### src/rtl/deglitch_scan_ctrl_if.sv
// Bus bundle for the deglitch scan controller: scan enable, raw inputs,
// filter-time configuration port and the filtered/status outputs.
interface deglitch_scan_ctrl_if #(
  parameter int NUM_CH = 8,
  parameter int CH_W   = 3
);
  logic              en;
  logic [NUM_CH-1:0] in;
  logic              cfg_wr;
  logic [CH_W-1:0]   cfg_ch;
  logic [15:0]       cfg_filter;
  logic [NUM_CH-1:0] out;
  logic [NUM_CH-1:0] chg;
  logic [CH_W-1:0]   scan_ch;
  logic              scan_wrap;

  modport master (
    output en, in, cfg_wr, cfg_ch, cfg_filter,
    input  out, chg, scan_ch, scan_wrap
  );

  modport slave (
    input  en, in, cfg_wr, cfg_ch, cfg_filter,
    output out, chg, scan_ch, scan_wrap
  );
endinterface

### src/rtl/deglitch_scan_ctrl.sv
// Time-multiplexed deglitch scheduler for drive status inputs. A single
// compare/increment engine visits one channel per clock in round-robin order;
// a channel output follows its synchronized input only after filt+1
// consecutive mismatching visits. Per-channel filter times are host-writable.
module deglitch_scan_ctrl #(
  parameter int          NUM_CH      = 8,
  parameter logic [15:0] FILTER_TIME = 16'd5,
  parameter int          CH_W        = 3
) (
  input  logic                clk,
  input  logic                reset_n,
  deglitch_scan_ctrl_if.slave bus
);

  localparam int              IDX_W    = (NUM_CH > 1) ? $clog2(NUM_CH) : 1;
  localparam logic [CH_W-1:0] LAST_CH  = CH_W'(NUM_CH - 1);
  localparam logic [CH_W-1:0] ONE_CH   = CH_W'(1);
  localparam logic [CH_W:0]   NUM_CH_L = (CH_W + 1)'(NUM_CH);

  logic [NUM_CH-1:0] sync1_r;
  logic [NUM_CH-1:0] sync2_r;
  logic [NUM_CH-1:0] out_r;
  logic [NUM_CH-1:0] chg_r;
  logic [CH_W-1:0]   scan_ch_r;
  logic              scan_wrap_r;
  logic [15:0]       filt_r [NUM_CH];
  logic [15:0]       cnt_r  [NUM_CH];

  logic [IDX_W-1:0]  svc_idx_s;
  logic [IDX_W-1:0]  cfg_idx_s;
  logic              svc_sync_s;
  logic              svc_out_s;
  logic [15:0]       svc_cnt_s;
  logic [15:0]       svc_filt_s;
  logic              cfg_ok_s;
  logic              cfg_hit_s;
  logic              svc_en_s;

  // Select the serviced channel's state and decide whether config overrides it.
  always_comb begin
    svc_idx_s  = scan_ch_r[IDX_W-1:0];
    cfg_idx_s  = bus.cfg_ch[IDX_W-1:0];
    svc_sync_s = sync2_r[svc_idx_s];
    svc_out_s  = out_r[svc_idx_s];
    svc_cnt_s  = cnt_r[svc_idx_s];
    svc_filt_s = filt_r[svc_idx_s];
    cfg_ok_s   = bus.cfg_wr && ({1'b0, bus.cfg_ch} < NUM_CH_L);
    cfg_hit_s  = cfg_ok_s && (bus.cfg_ch == scan_ch_r);
    svc_en_s   = bus.en && !cfg_hit_s;
  end

  // Two-flop synchronizer on every raw input; runs regardless of en.
  always_ff @(posedge clk or negedge reset_n) begin
    if (!reset_n) begin
      sync1_r <= {NUM_CH{1'b0}};
      sync2_r <= {NUM_CH{1'b0}};
    end else begin
      sync1_r <= bus.in;
      sync2_r <= sync1_r;
    end
  end

  // Round-robin scan pointer and wrap pulse, frozen while en is low.
  always_ff @(posedge clk or negedge reset_n) begin
    if (!reset_n) begin
      scan_ch_r   <= {CH_W{1'b0}};
      scan_wrap_r <= 1'b0;
    end else if (bus.en) begin
      scan_ch_r   <= (scan_ch_r == LAST_CH) ? {CH_W{1'b0}} : scan_ch_r + ONE_CH;
      scan_wrap_r <= (scan_ch_r == LAST_CH);
    end else begin
      scan_wrap_r <= 1'b0;
    end
  end

  // Shared filter engine for the serviced channel plus filter-time writes.
  always_ff @(posedge clk or negedge reset_n) begin
    if (!reset_n) begin
      out_r <= {NUM_CH{1'b0}};
      chg_r <= {NUM_CH{1'b0}};
      for (int i = 0; i < NUM_CH; i++) begin
        filt_r[i] <= FILTER_TIME;
        cnt_r[i]  <= 16'd0;
      end
    end else begin
      chg_r <= {NUM_CH{1'b0}};
      if (svc_en_s) begin
        if (svc_sync_s == svc_out_s) begin
          cnt_r[svc_idx_s] <= 16'd0;
        end else if (svc_cnt_s < svc_filt_s) begin
          cnt_r[svc_idx_s] <= svc_cnt_s + 16'd1;
        end else begin
          out_r[svc_idx_s] <= svc_sync_s;
          cnt_r[svc_idx_s] <= 16'd0;
          chg_r[svc_idx_s] <= 1'b1;
        end
      end
      // A write to the serviced channel suppressed its visit above, so this
      // clear is the only update that channel sees this clock.
      if (cfg_ok_s) begin
        filt_r[cfg_idx_s] <= bus.cfg_filter;
        cnt_r[cfg_idx_s]  <= 16'd0;
      end
    end
  end

  assign bus.out       = out_r;
  assign bus.chg       = chg_r;
  assign bus.scan_ch   = scan_ch_r;
  assign bus.scan_wrap = scan_wrap_r;

endmodule

### src/flat_wrapper.sv
// flat-port wrapper written by rule: the top's interface ports become plain ports
module deglitch_scan_ctrl_flat 
#(
  parameter int          NUM_CH      = 8,
  parameter logic [15:0] FILTER_TIME = 16'd5,
  parameter int          CH_W        = 3
)
  (clk, reset_n, bus_en, bus_in, bus_cfg_wr, bus_cfg_ch, bus_cfg_filter, bus_out, bus_chg, bus_scan_ch, bus_scan_wrap);
  deglitch_scan_ctrl_if #(.NUM_CH(NUM_CH), .CH_W(CH_W)) bus_i ();
  input  logic clk;
  input  logic reset_n;
  input wire logic [$bits(bus_i.en)-1:0] bus_en;
  input wire logic [$bits(bus_i.in)-1:0] bus_in;
  input wire logic [$bits(bus_i.cfg_wr)-1:0] bus_cfg_wr;
  input wire logic [$bits(bus_i.cfg_ch)-1:0] bus_cfg_ch;
  input wire logic [$bits(bus_i.cfg_filter)-1:0] bus_cfg_filter;
  output wire logic [$bits(bus_i.out)-1:0] bus_out;
  output wire logic [$bits(bus_i.chg)-1:0] bus_chg;
  output wire logic [$bits(bus_i.scan_ch)-1:0] bus_scan_ch;
  output wire logic [$bits(bus_i.scan_wrap)-1:0] bus_scan_wrap;
  assign bus_i.en = bus_en;
  assign bus_i.in = bus_in;
  assign bus_i.cfg_wr = bus_cfg_wr;
  assign bus_i.cfg_ch = bus_cfg_ch;
  assign bus_i.cfg_filter = bus_cfg_filter;
  assign bus_out = bus_i.out;
  assign bus_chg = bus_i.chg;
  assign bus_scan_ch = bus_i.scan_ch;
  assign bus_scan_wrap = bus_i.scan_wrap;
  deglitch_scan_ctrl #(.NUM_CH(NUM_CH), .FILTER_TIME(FILTER_TIME), .CH_W(CH_W)) u_core (.clk(clk), .reset_n(reset_n), .bus(bus_i));
endmodule
### config.mk
export PLATFORM = sky130hd
export DESIGN_NAME = deglitch_scan_ctrl_flat
export DESIGN_NICKNAME = d
export VERILOG_FILES = /design/src/rtl/deglitch_scan_ctrl_if.sv /design/src/rtl/deglitch_scan_ctrl.sv /design/src/flat_wrapper.sv
export SDC_FILE = /design/constraint.sdc
export NUM_CORES = 1
export LEC_CHECK = 0
export CORE_ASPECT_RATIO = 1.75
export CORE_UTILIZATION = 50
export DETAILED_ROUTE_END_ITERATION = 16
export PLACE_DENSITY = 0.67
export SYNTH_ARGS = -nofsm -noshare
export SYNTH_HDL_FRONTEND = slang
export SYNTH_SLANG_ARGS = --single-unit
### constraint.sdc
create_clock -name clk -period 4.8 [get_ports clk]
set_input_delay 1.44 -clock clk [delete_from_list [all_inputs] [get_ports clk]]
set_output_delay 1.44 -clock clk [all_outputs]
set_load 0.03 [all_outputs]
Word-level counts from Yosys, hierarchy flattened. Cells that the tools add are included.

Word-level logic and storage cells: 77. Register bits after elaboration: 292.

Eq/ne operators: 3. Add/sub/neg operators: 2. Bitwise operators: 8. Order comparisons: 7. Reduce and logical (&&, ||, !) cells: 7. Mux-type cells: 28.

Operators with widths (count): two-way mux 128 bit (4); AND 128 bit (2); bitwise mux 128 bit (2); inverter 128 bit (2); binary-select mux 16 bit (select 3 bit) (2); demux 16 bit (select 3 bit) (2); two-way mux 16 bit (6); two-way mux 8 bit (3); adder 16 x 1 -> 16 bit (second input constant) (1); < comparator 16 bit (1); bitwise mux 8 bit (1); greater-or-equal comparator 4 bit (second input constant) (2); < comparator 4 x 1 -> 1 bit (second input constant) (2); inverter 3 -> 4 bit (2); binary-select mux 1 bit (select 3 bit) (2); logical AND 1 bit (5); < comparator 3 x 4 -> 1 bit (second input constant) (1); two-way mux 1 bit (4); adder 3 x 1 -> 3 bit (second input constant) (1); demux 1 bit (select 3 bit) (1); equality test 3 bit (1); equality test 3 bit (second input constant) (1); greater-or-equal comparator 3 x 1 -> 1 bit (second input constant) (1); two-way mux 3 bit (1); 4 further kinds (5).

Logic depth before layout (Yosys ltp). Gate-level depths: netlist (run 1).

Depth in word-level cells: 12. Depth in mapped cells: 21. Gate-level depth less buffers: 13.

Least setup slack after synthesis (run 1). No wires, ideal clock.

Path type: register to register. Start point: register u_core.scan_ch_r[2], in the netlist u_core.bus.scan_ch[2]. End point: register u_core.out_r[5], in the netlist u_core.bus.out[5]. Arrival time: 4.173 ns. Setup slack: 0.502 ns. Stages on the path, launching flop included: 18. Required time: 4.675 ns. Period minus slack after synthesis: 4.298 ns. Cells stage by stage: dfrtp_1 buf_4 buf_6 buf_6 buf_4 buf_2 nor3_2 clkbuf_1 a22oi_1 and4_1 ha_1 a21oi_1 a21oi_1 nor3_1 o311a_2 nor3b_1 and2_1 mux2_2.

Longest elaborated chain between the ends: 7. Elaborated cells on any way between the ends: 26. Those cells by class: order compare: 3; eq/ne: 2; mux: 13; bitwise: 3; reduce/logical: 5.

Ends and longest elaborated chain: start: declaration (RTL line deglitch_scan_ctrl.sv:24) `logic [CH_W-1:0] scan_ch_r;`; start signal: assignment (RTL line deglitch_scan_ctrl.sv:66) `scan_ch_r <= {CH_W{1'b0}};`; start signal: assignment (RTL line deglitch_scan_ctrl.sv:69) `scan_ch_r <= (scan_ch_r == LAST_CH) ? {CH_W{1'b0}} : scan_ch_r + ONE_CH;`; inverter 3 -> 4 bit (not written as such) (RTL line deglitch_scan_ctrl.sv:45, deglitch_scan_ctrl.sv:46); binary-select mux 16 bit (select 3 bit), on equally long branches (RTL line deglitch_scan_ctrl.sv:45, deglitch_scan_ctrl.sv:46); two-way mux 16 bit, on equally long branches (2 in a row) (RTL line deglitch_scan_ctrl.sv:45, deglitch_scan_ctrl.sv:46); < comparator 16 bit (RTL line deglitch_scan_ctrl.sv:90) `end else if (svc_cnt_s < svc_filt_s) begin`; inverter 1 bit (no source line); AND reduction 3 bit (no source line); end signal: assignment (RTL line deglitch_scan_ctrl.sv:79) `out_r <= {NUM_CH{1'b0}};`; end signal: indexed assignment (RTL line deglitch_scan_ctrl.sv:93) `out_r[svc_idx_s] <= svc_sync_s;`; end: declaration (RTL line deglitch_scan_ctrl.sv:22) `logic [NUM_CH-1:0] out_r;`.

Several ways; a longest one is shown, not always the timed one. The select of a mux whose other input is x is not followed. A chain may end at the register's enable or synchronous reset.

Worst setup path in the final report (run 1).
Start point: register u_core.scan_ch_r[1], in the netlist u_core.bus.scan_ch[1]. End point: register u_core.cnt_r[70] in the netlist's numbering.

Longest elaborated chain between the ends: 12. Elaborated cells on any way between the ends: 31. Those cells by class: add/sub: 1; order compare: 3; eq/ne: 2; mux: 17; bitwise: 4; reduce/logical: 4.

Ends and longest elaborated chain: parallel branches: the longest is 9 deep, another holds adder 16 x 1 -> 16 bit; two-way mux 128 bit * (RTL line deglitch_scan_ctrl.sv:87) `if (svc_en_s) begin`; AND 128 bit (no source line); two-way mux 128 bit * (RTL line deglitch_scan_ctrl.sv:100) `if (cfg_ok_s) begin`; end signal: indexed assignment (RTL line deglitch_scan_ctrl.sv:91) `cnt_r[svc_idx_s] <= svc_cnt_s + 16'd1;`; end: declaration (RTL line deglitch_scan_ctrl.sv:27) `logic [15:0] cnt_r [NUM_CH];`.

Every way passes the cells marked *. The select of a mux whose other input is x is not followed.

==> results.json, run 1 <==
{
  "r2r_slack_ns": 0.43,
  "p_int_mw": 5.481,
  "power_mw": 8.365,
  "die-area_um2": 27550,
  "ys_ff_latch": 292,
  "slew_viol_final": 0,
  "vdd_ir_drop_max_mv": 0.3834,
  "final_util_pct": 58.39,
  "fin_setup_tns_ns": 0,
  "rows": 79,
  "cts-hold-fix-buffers": 0,
  "timing.hold.ws_ns": 0.3449,
  "cts_resized": 0,
  "drc": 0,
  "cp-start-kind": "register",
  "netlist.area_leader.share_pct": 51.42,
  "clk_pin_slew_worst_paths_ns": 0.07,
  "power_switching_share_pct": 34.48,
  "drt_wl_total_um": 36990,
  "seq_power_share_pct": 38.3,
  "grt_max_degree": 97,
  "avgSynthCellArea_um2": 13.18,
  "grt_pass1_vias": 9932,
  "endpoint_kind": "register",
  "place_inst": 1390,
  "die_h_um": 218.8,
  "layout_commonest_cell": "dfrtp_1",
  "setup_viol": 0,
  "worst_slew_pin_slew_ns": 1.011,
  "cts_root_buf": "clkbuf_16",
  "layout_common_cells": "dfrtp_1, mux2_2, a22o_1",
  "maxCapViolations": 0,
  "ys_seq_area_share_pct": 54.55,
  "synth_top_family_by_area": "multiplexers",
  "synth_edf_count": 0,
  "hpwl_um": 24810,
  "yosys.area.top_type": "dfrtp_1",
  "cts_tree": "yes",
  "crit_type": "reg2reg",
  "syn-cell-area_um2": 13430,
  "maxSlewHeadroom_pct": 32.61,
  "post_synth_and_or_nand_nor_area_fraction_pct": 7.731,
  "fillCellCount": 2191,
  "p_sw_mw": 2.884,
  "place_congestion": 0.9724,
  "crit_fanout": 34,
  "synthCells": 1019,
  "grt.total_usage_pct": 28.21,
  "hold_viol_final": 0,
  "ant_nets": 0,
  "clock_sinks": 292,
  "routedWlPerCell_um": 25.76,
  "area_growth_syn_to_layout_pct": 15.15,
  "fmax_ghz": 0.2288,
  "cts_buffers": 27,
  "slowest_stage": "and2_1",
  "critPathLaunch": "u_core.bus.scan_ch[1]$_DFFE_PN0P_",
  "via_per_inst": 6.455,
  "synth_fa_ha_area_share_pct": 1.677,
  "slowest_delay_ns": 0.71,
  "post-route-period-util_pct": 91.05,
  "yosys_warnings": 0,
  "p_leak_nw": 6.939,
  "start_util_pct": 50.71,
  "path_cells": "buf_12 -> mux4_2 -> mux2i_1 -> inv_1 -> ha_1 -> a211oi_1 -> o21ai_0 -> a221oi_1 -> o311a_2 -> and3_1 -> and2_1 -> a22o_1",
  "cts_setup_buffers": 0,
  "nets": 1144,
  "status": "finished, final reports clean",
  "clockPowerShare_pct": 27.8,
  "fp.dieW_um": 125.9,
  "post_synth_mux_area_share_pct": 16.20,
  "synthXorXnorAreaFrac_pct": 1.406,
  "cp.arrival_ns": 4.85,
  "finalClockSkew_ns": 0.01429,
  "crit_required_ns": 5.28,
  "dr.pass1.iters": 7,
  "synth-main-ff-cell": "dfrtp_1",
  "synthesis.nets": 1068,
  "drive_above_1_share_pct": 27.16,
  "async_flop_share_pct": 100.0,
  "r2r_end": "u_core.cnt_r[70]$_DFF_PN0_",
  "coreArea_um2": 26490,
  "antenna_found_initial": 0,
  "comb_power_share_pct": 33.9,
  "vias": 9270,
  "r2r-start": "u_core.bus.scan_ch[1]$_DFFE_PN0P_",
  "grt_pass1_wl_um": 58710,
  "cts_max_level": 1,
  "r2r_cells": 12,
  "p_per_area_nw_per_um2": 540.8,
  "grt-ovfl-total": 0,
  "portBuffers": 50,
  "ioPinCount": 51,
  "synth_compound_area_share_pct": 14.89,
  "rsz0062_at_grt": "no",
  "synth.distinct_cells": 67,
  "drtIter0Drc": 610,
  "fin_crit_ns": 4.370,
  "insertion_delay_ns": 0.55,
  "hold_class": "reg2reg",
  "diodes": 0,
  "synth_area_leaders": "dfrtp_1, mux2_2, a22o_1",
  "final_cell_count_no_fill": 1436,
  "cts_buffer_depth": 3,
  "cp-endpoint": "u_core.cnt_r[70]$_DFF_PN0_"
}
synthesized netlist by cell type (all sizes together), types with 3 or more instances:
cell    number
and3b        3
or3b         3
a22oi       53
a211oi       6
nand2b       7
dfrtp      276
nand3       11
a21oi       12
inv         17
nor2b        4
nand4        6
a21boi       3
or2          3
mux2       132
mux2i       23
dfstp       16
o21ai       11
clkbuf      29
buf         36
a221oi      12
nor4         4
nor3        16
xor2         7
a32o         8
o22ai        4
nand2       72
ha          18
a22o       122
and3         9
and2        10
nor2        27
or3          3
and4         8
mux4        19
xnor2       12
power groups by stage:
stage,sequential [mW],combinational [mW],clock (mW)
after global placement,3.22,2.77,0
after CTS,3.19,2.83,2.36
after detailed placement,3.23,2.82,0
final,3.20,2.84,2.33
after global routing,3.25,3.03,2.45
after floorplan,3.17,1.90,0
layer usage:
layer,global-route usage [%],up-vias,routed length [um]
met4,14.62,0,1725
met5,0,-,0
li1,-,3993,-
met1,33.86,4829,13970
met3,3.949,110,1921
met2,49.28,338,19380
worst max-delay path: cells and delay by family (launching register included):
kind | cells | cell delay, ns
simple gates | 2 | 1.01
buf+inv | 2 | 0.45
mux | 2 | 0.91
fa+ha+maj | 1 | 0.22
flops | 1 | 0.56
compound gates | 5 | 1.13
cell families after synthesis:
family,Yosys count
AOI/OAI and AO/OA,244
buffers and inverters,82
adders and majority gates,18
xor gates and xnor gates,19
and+or+nand+nor,190
muxes,174
DFF,292
area by class of cell:
class                           count  area (um^2)  area share (%)
Timing Repair Buffer              112         1071           6.924
Clock buffer                       36        769.5           4.975
Tap cell                          324        405.4           2.621
Inverter                           17        63.81          0.4125
Sequential cell                   292         7330           47.38
Multi-Input combinational cell    645         5647           36.50
Clock inverter                     10        182.7           1.181
metrics by stage:
step / setup slack, ns / cell area (um^2)
CTS: 0.4628 / 15470
global placement: 0.5349 / 14520
global route: 0.1404 / 15470
finish: 0.4296 / 15470
detailed placement: 0.4914 / 14520
floorplan: 0.5019 / 13430
flip-flops by register name (all words and copies together) (netlist names):
signal / flops
u_core.bus.scan_ch: 3
u_core.sync2_r: 8
u_core.sync1_r: 8
u_core.bus.chg: 8
u_core.filt_r: 128
u_core.bus.scan_wrap: 1
u_core.cnt_r: 128
u_core.bus.out: 8
worst min-delay path by stage:
stage / endpoint / cells after the start / slack, ns / startpoint
after global routing: u_core.sync2_r[0]$_DFF_PN0_ / 0 / 0.35 / u_core.sync1_r[0]$_DFF_PN0_
after detailed placement: u_core.sync2_r[2]$_DFF_PN0_ / 0 / 0.33 / u_core.sync1_r[2]$_DFF_PN0_
after CTS: u_core.sync2_r[0]$_DFF_PN0_ / 0 / 0.35 / u_core.sync1_r[0]$_DFF_PN0_
final: u_core.sync2_r[0]$_DFF_PN0_ / 0 / 0.34 / u_core.sync1_r[0]$_DFF_PN0_
after global placement: u_core.sync2_r[7]$_DFF_PN0_ / 0 / 0.33 / u_core.sync1_r[7]$_DFF_PN0_
after floorplan: u_core.sync2_r[0]$_DFF_PN0_ / 0 / 0.33 / u_core.sync1_r[0]$_DFF_PN0_
Power figures use the tool's default switching activity.
==> run 2: changes to the inputs <==
--- a/config.mk
+++ b/config.mk
@@ -8,7 +8,8 @@
 export CORE_ASPECT_RATIO = 1.75
 export CORE_UTILIZATION = 50
 export DETAILED_ROUTE_END_ITERATION = 16
-export PLACE_DENSITY = 0.67
+export PLACE_DENSITY = 0.7
+export RECOVER_POWER = 25
 export SYNTH_ARGS = -nofsm -noshare
 export SYNTH_HDL_FRONTEND = slang
 export SYNTH_SLANG_ARGS = --single-unit
==> constraint.sdc (replaced) <==
create_clock -name clk -period 3.71 [get_ports clk]
set_input_delay 1.113 -clock clk [delete_from_list [all_inputs] [get_ports clk]]
set_output_delay 1.113 -clock clk [all_outputs]
set_load 0.03 [all_outputs]
==> run 2 against run 1 <==
  * The run now ends with max-capacitance violations, max-slew violations left
  * Sequential power increased by 28%
  * Global-route usage decreased by 0.30 points
  * Setup slack got worse by 0.41 ns
  * Register-to-register slack got worse by 0.41 ns
  * Cell count increased by 3.1%
  * Die area unchanged
  * Flip-flop and latch count unchanged
  * Final area increased by 5.2%
  * Critical path type unchanged
  * Largest power group is now combinational cells
==> results.json, run 2 (same netlist as run 1, synthesis figures left out) <==
{
  "diodes": 0,
  "slowest_stage": "dfrtp_2",
  "drc": 0,
  "place_inst": 1416,
  "coreArea_um2": 26490,
  "crit_required_ns": 4.14,
  "insertion_delay_ns": 0.55,
  "top_regs": "u_core.cnt_r: 128 flops, u_core.filt_r: 128 flops",
  "slew_viol_final": 88,
  "nets": 1187,
  "setup_viol": 0,
  "clk_pin_slew_worst_paths_ns": 0.06,
  "crit_type": "reg2reg",
  "via_per_inst": 6.467,
  "area_growth_syn_to_layout_pct": 21.20,
  "rows": 79,
  "antenna_found_initial": 0,
  "fin_crit_ns": 3.692,
  "path_cells": "buf_12 -> buf_12 -> nor3b_4 -> clkbuf_16 -> buf_4 -> a22oi_1 -> o21ai_2 -> ha_1 -> nand4_1 -> a21oi_2 -> nor3_2 -> o311a_4 -> nor3b_4 -> buf_6 -> nand2_2 -> mux2_4",
  "fin_setup_tns_ns": 0,
  "slowest_delay_ns": 0.43,
  "cts_buffers": 27,
  "cts_buffer_depth": 3,
  "ioPinCount": 51,
  "drtIter0Drc": 715,
  "maxCapViolations": 1,
  "hpwl_um": 24670,
  "fillCellCount": 2038,
  "vias": 9577,
  "portBuffers": 50,
  "placed_cell_area_um2": 14930,
  "place_congestion": 0.8913,
  "drt_wl_total_um": 38030,
  "fmax_ghz": 0.2708,
  "grt_pass1_vias": 9860,
  "power_mw": 11.54,
  "r2r_cells": 16,
  "hold_viol_final": 0,
  "clock_sinks": 292,
  "hold_class": "reg2reg",
  "min_delay_path_depth": 0,
  "crit_fanout": 24,
  "cts_root_buf": "clkbuf_16",
  "cts_tree": "yes",
  "die-area_um2": 27550,
  "die_h_um": 218.8,
  "maxSlewHeadroom_pct": -58.68,
  "grt_pass1_wl_um": 57720,
  "grt.total_usage_pct": 27.90,
  "start_util_pct": 50.71,
  "violations": "max-capacitance violations, max-slew violations",
  "cts_max_level": 1,
  "endpoint_kind": "register",
  "vdd_ir_drop_max_mv": 0.5426,
  "dr.pass1.iters": 6,
  "cp-start-kind": "register",
  "post-route-period-util_pct": 99.52,
  "p_leak_nw": 7.263,
  "final_cell_count_no_fill": 1481,
  "cp.arrival_ns": 4.12,
  "finalClockSkew_ns": 0.01707,
  "grt_max_degree": 89,
  "status": "finished with violations",
  "layout_commonest_cell": "dfrtp_1",
  "worst_slew_pin_slew_ns": 2.380,
  "fin_area_um2": 16280,
  "p_per_area_nw_per_um2": 709.0,
  "fp.dieW_um": 125.9,
  "final_util_pct": 61.46,
  "routedWlPerCell_um": 25.68,
  "ant_nets": 0,
  "drive_above_1_share_pct": 33.19,
  "layout_common_cells": "dfrtp_1, mux2_2, a22o_1",
  "grt-ovfl-total": 0
}
[run 2: cell types whose count changed in the layout (fill, tap and decap cells not counted), sizes merged]
cell,before,now
clkbuf,36,42
clkinv,2,6
clkdlybuf4s50,49,41
dlymetal6s2s,0,1
inv,17,18
bufinv,5,3
buf,63,99
dlygate4sd3,0,8
clkinvlp,3,2
[run 2: repair_timing]
| action | 4_1_cts | 5_1_grt |
|---|---|---|
| gates cloned | 0 | 3 |
| setup endpoints to repair | 2 | 121 |
| gates resized for setup | 0 | 48 |
| hold buffers | 0 | 0 |
| buffers inserted | 3 | 11 |
| pin swaps | 1 | 24 |
[run 2: final timing paths]
kind	start	to	slack (ns)
min reg2reg	u_core.sync1_r[3]$_DFF_PN0_	u_core.sync2_r[3]$_DFF_PN0_	0.35
min in group asynchronous	reset_n	u_core.cnt_r[60]$_DFF_PN0_	1.25
max in group asynchronous	reset_n	u_core.bus.scan_ch[2]$_DFFE_PN0P_	0.55
max reg2reg	u_core.bus.scan_ch[2]$_DFFE_PN0P_	u_core.bus.out[3]$_DFFE_PN0P_	0.02
max	u_core.bus.scan_ch[2]$_DFFE_PN0P_	u_core.bus.out[3]$_DFFE_PN0P_	0.02
min	u_core.sync1_r[3]$_DFF_PN0_	u_core.sync2_r[3]$_DFF_PN0_	0.35
[run 2: layer usage]
metal,track usage [%],vias to the layer above,part of all wire [%]
li1,-,4091,-
met1,32.92,4989,37
met2,48.73,374,52
met3,3.413,123,5.3
met4,16.75,0,5.6
met5,0,-,0
[run 2: where the power goes]
part           switching, mW  internal (mW)
Clock                   1.22           1.67
Combinational           2.47           2.08
Sequential             0.339           3.76
Total                   4.03           7.51
[run 2: final cells by class]
class                   instances  area, um^2  share of cell area (%)
clock inverters                12       151.4                  0.9299
repair buffers                155        1639                   10.07
multi-input cells             645        5921                   36.37
clock buffers                  36       769.5                   4.726
inverters                      17       63.81                  0.3919
well taps                     324       405.4                   2.490
flip-flops and latches        292        7331                   45.03
[run 2: worst max-delay path: cells and delay by family, from the launching register on]
family                     cells  cell delay [ns]
buffers and inverters          5             0.78
DFF                            1             0.43
and+or+nand+nor                5             0.77
muxes                          1             0.29
adders and majority gates      1             0.31
AOI/OAI and AO/OA              4             0.98
[run 2: stage by stage]
stage	setup WS (ns)	hold WS, ns
after detailed placement	0.01920	0.3365
after global routing	-0.07225	0.3575
after global placement	0.08296	0.3322
final	0.01789	0.3459
after floorplan	-0.1487	0.3312
after CTS	0.006021	0.3515
==> run 3: changes to the inputs <==
--- a/config.mk
+++ b/config.mk
@@ -5,6 +5,7 @@
 export SDC_FILE = /design/constraint.sdc
 export NUM_CORES = 1
 export LEC_CHECK = 0
+export ABC_AREA = 1
 export CORE_ASPECT_RATIO = 1.75
 export CORE_UTILIZATION = 50
 export DETAILED_ROUTE_END_ITERATION = 16
==> run 3 against run 2 <==
  * The flow still finishes with violations (max-capacitance violations, max-slew violations)
  * Flip-flop and latch count is the same
  * Clock skew grew 0.0011 ns
  * Combinational power shrank 30%
  * Critical path type unchanged
  * Largest power group is now sequential cells
  * Highest routed layer unchanged
==> results.json, run 3 <==
{
  "cts_buffers": 27,
  "fin_ws_ns": 0.1496,
  "setup_viol": 0,
  "r2r-start": "u_core.bus.scan_ch[2]$_DFFE_PN0P_",
  "synthCells": 1799,
  "cts_buffer_depth": 3,
  "slew_viol_final": 70,
  "fmax_ghz": 0.2809,
  "synthTopCellsByCount": "nand2_1, dfrtp_1, a21oi_1, inv_1, nand4_1",
  "routedWlPerCell_um": 20.13,
  "cts-hold-fix-buffers": 0,
  "async_flop_share_pct": 100.0,
  "insertion_delay_ns": 0.55,
  "grt-ovfl-total": 0,
  "post-route-period-util_pct": 95.97,
  "hold_class": "reg2reg",
  "met3_usage_pct": 3.502,
  "rows": 82,
  "fin_crit_ns": 3.560,
  "drt_wl_total_um": 45320,
  "synth_edf_count": 0,
  "vias": 13030,
  "ant_nets": 0,
  "clock_sinks": 292,
  "grt.total_usage_pct": 32.21,
  "maxSlewHeadroom_pct": -22.89,
  "worst_slew_pin_slew_ns": 1.843,
  "start_util_pct": 50.75,
  "busiest_layer": "met2",
  "endpoint_kind": "register",
  "yosys.area.top_type": "dfrtp_1",
  "crit_fanout": 7,
  "grt_use_met1_pct": 37.75,
  "fin_setup_tns_ns": 0,
  "cts_max_level": 1,
  "grt_pass1_vias": 13200,
  "cp-start-kind": "register",
  "fillCellCount": 2641,
  "timing.hold.ws_ns": 0.3502,
  "crit_type": "reg2reg",
  "grt_pass1_wl_um": 71820,
  "via_per_inst": 5.788,
  "status": "finished with violations",
  "ys_ff_latch": 292,
  "portBuffers": 50,
  "top_regs": "u_core.cnt_r: 128 flops, u_core.filt_r: 128 flops",
  "crit_required_ns": 4.12,
  "dp_slack_ns": 0.2113,
  "finalClockSkew_ns": 0.01817,
  "clk_pin_slew_worst_paths_ns": 0.06,
  "cp.arrival_ns": 3.97,
  "diodes": 0,
  "area_growth_syn_to_layout_pct": 15.62,
  "cts_tree": "yes",
  "ys_seq_area_share_pct": 50.62,
  "hpwl_um": 30250,
  "place_congestion": 0.9560,
  "cts_root_buf": "clkbuf_16",
  "hold_start": "u_core.sync1_r[1]$_DFF_PN0_",
  "yosys_warnings": 0,
  "fp.dieW_um": 130.6,
  "coreArea_um2": 28520,
  "vdd_ir_drop_max_mv": 0.4715,
  "synth_area_leaders": "dfrtp_1, nand2_1, a21oi_1",
  "drc": 0,
  "die_h_um": 227.1,
  "dr.pass1.iters": 5,
  "synth.distinct_cells": 36,
  "p_leak_nw": 7.840,
  "layout_common_cells": "nand2_1, dfrtp_1, a21oi_1",
  "final_util_pct": 58.67,
  "ff_latch_area_um2": 7328,
  "synth.most_common_cell": "nand2_1",
  "synthesis.nets": 1848,
  "violations": "max-capacitance violations, max-slew violations",
  "critPathLaunch": "u_core.bus.scan_ch[2]$_DFFE_PN0P_",
  "grt_max_degree": 71,
  "drive_above_1_share_pct": 10.68,
  "maxCapViolations": 1,
  "antenna_found_initial": 0,
  "avgSynthCellArea_um2": 8.046,
  "netlist.area_leader.share_pct": 47.72,
  "synth-main-ff-cell": "dfrtp_1",
  "multi_input_area_um2": 6133,
  "hold_viol_final": 0,
  "nets": 1902,
  "ioPinCount": 51,
  "layout_commonest_cell": "nand2_1",
  "power_mw": 9.868,
  "die-area_um2": 29660,
  "drtIter0Drc": 1110,
  "grtUsageMet2_pct": 54.60,
  "p_per_area_nw_per_um2": 589.7,
  "syn-cell-area_um2": 14470
}
==> run 3: layout make-up <==
type / instances / share of cell area [%]
clock buffers: 39 / 4.665
clock inverters: 10 / 0.7925
inverters: 140 / 3.170
multi-input cells: 1251 / 36.65
flip-flops and latches: 292 / 43.79
well taps: 378 / 2.826
repair buffers: 141 / 8.105
==> run 3: power by group <==
part,internal (mW),total (mW),switching (mW),leakage [nW]
combinational,0.963,3.18,2.21,3.66
clock,1.67,2.89,1.22,0.441
sequential,3.59,3.80,0.208,3.74
total,6.22,9.87,3.65,7.84
==> run 3: per-layer routing <==
layer | wire length, um | share of wire, %
met1 | 16590 | 37
met2 | 22870 | 50
met3 | 2426 | 5.4
met4 | 3428 | 7.6
met5 | 0 | 0
==> run 3: final timing paths <==
path / to / cells past startpoint / slack (ns)
max in group asynchronous: u_core.cnt_r[48]$_DFF_PN0_ / 2 / 0.71
hold reg to reg: u_core.sync2_r[1]$_DFF_PN0_ / 0 / 0.35
setup reg to reg: u_core.bus.out[3]$_DFFE_PN0P_ / 19 / 0.15
min in group asynchronous: u_core.filt_r[111]$_DFFE_PN0P_ / 1 / 1.04
setup / recovery: u_core.bus.out[3]$_DFFE_PN0P_ / 19 / 0.15
hold / removal: u_core.sync2_r[1]$_DFF_PN0_ / 0 / 0.35
==> run 3: repair_timing <==
action | in CTS | in global routing
setup endpoints to repair | 0 | 49
gates resized for setup | 0 | 3
setup buffers | 0 | 5
==> run 3: metrics by stage <==
| step | instances | area, um^2 |
|---|---|---|
| after floorplan | 1799 | 14470 |
| after global placement | 2196 | 15780 |
| after detailed placement | 2196 | 15780 |
| after CTS | 2245 | 16700 |
| after global routing | 2251 | 16730 |
| final | 2251 | 16730 |
==> run 3: logic make-up after synthesis <==
kind of cell	Yosys count	synth area share (%)
buffers and inverters	256	7.443
muxes	14	1.089
DFF	292	50.62
and+or+nand+nor	868	25.38
xor gates and xnor gates	13	1.072
AOI/OAI and AO/OA	338	12.84
adders and majority gates	18	1.556
==> run 3: critical path, cell delays in order, from the launching register on <==
cell	delay (ns)
dfrtp_1	0.47
inv_2	0.10
nor2_2	0.05
nand2_2	0.07
clkinv_1	0.28
a22oi_1	0.26
nand2_1	0.07
a21oi_1	0.29
nand2_1	0.19
ha_1	0.34
nand2_1	0.07
inv_1	0.07
nand3_1	0.07
nor3_1	0.34
a21oi_4	0.13
nor2_1	0.16
buf_4	0.19
nand2_1	0.11
nand2_1	0.10
o21ai_0	0.08
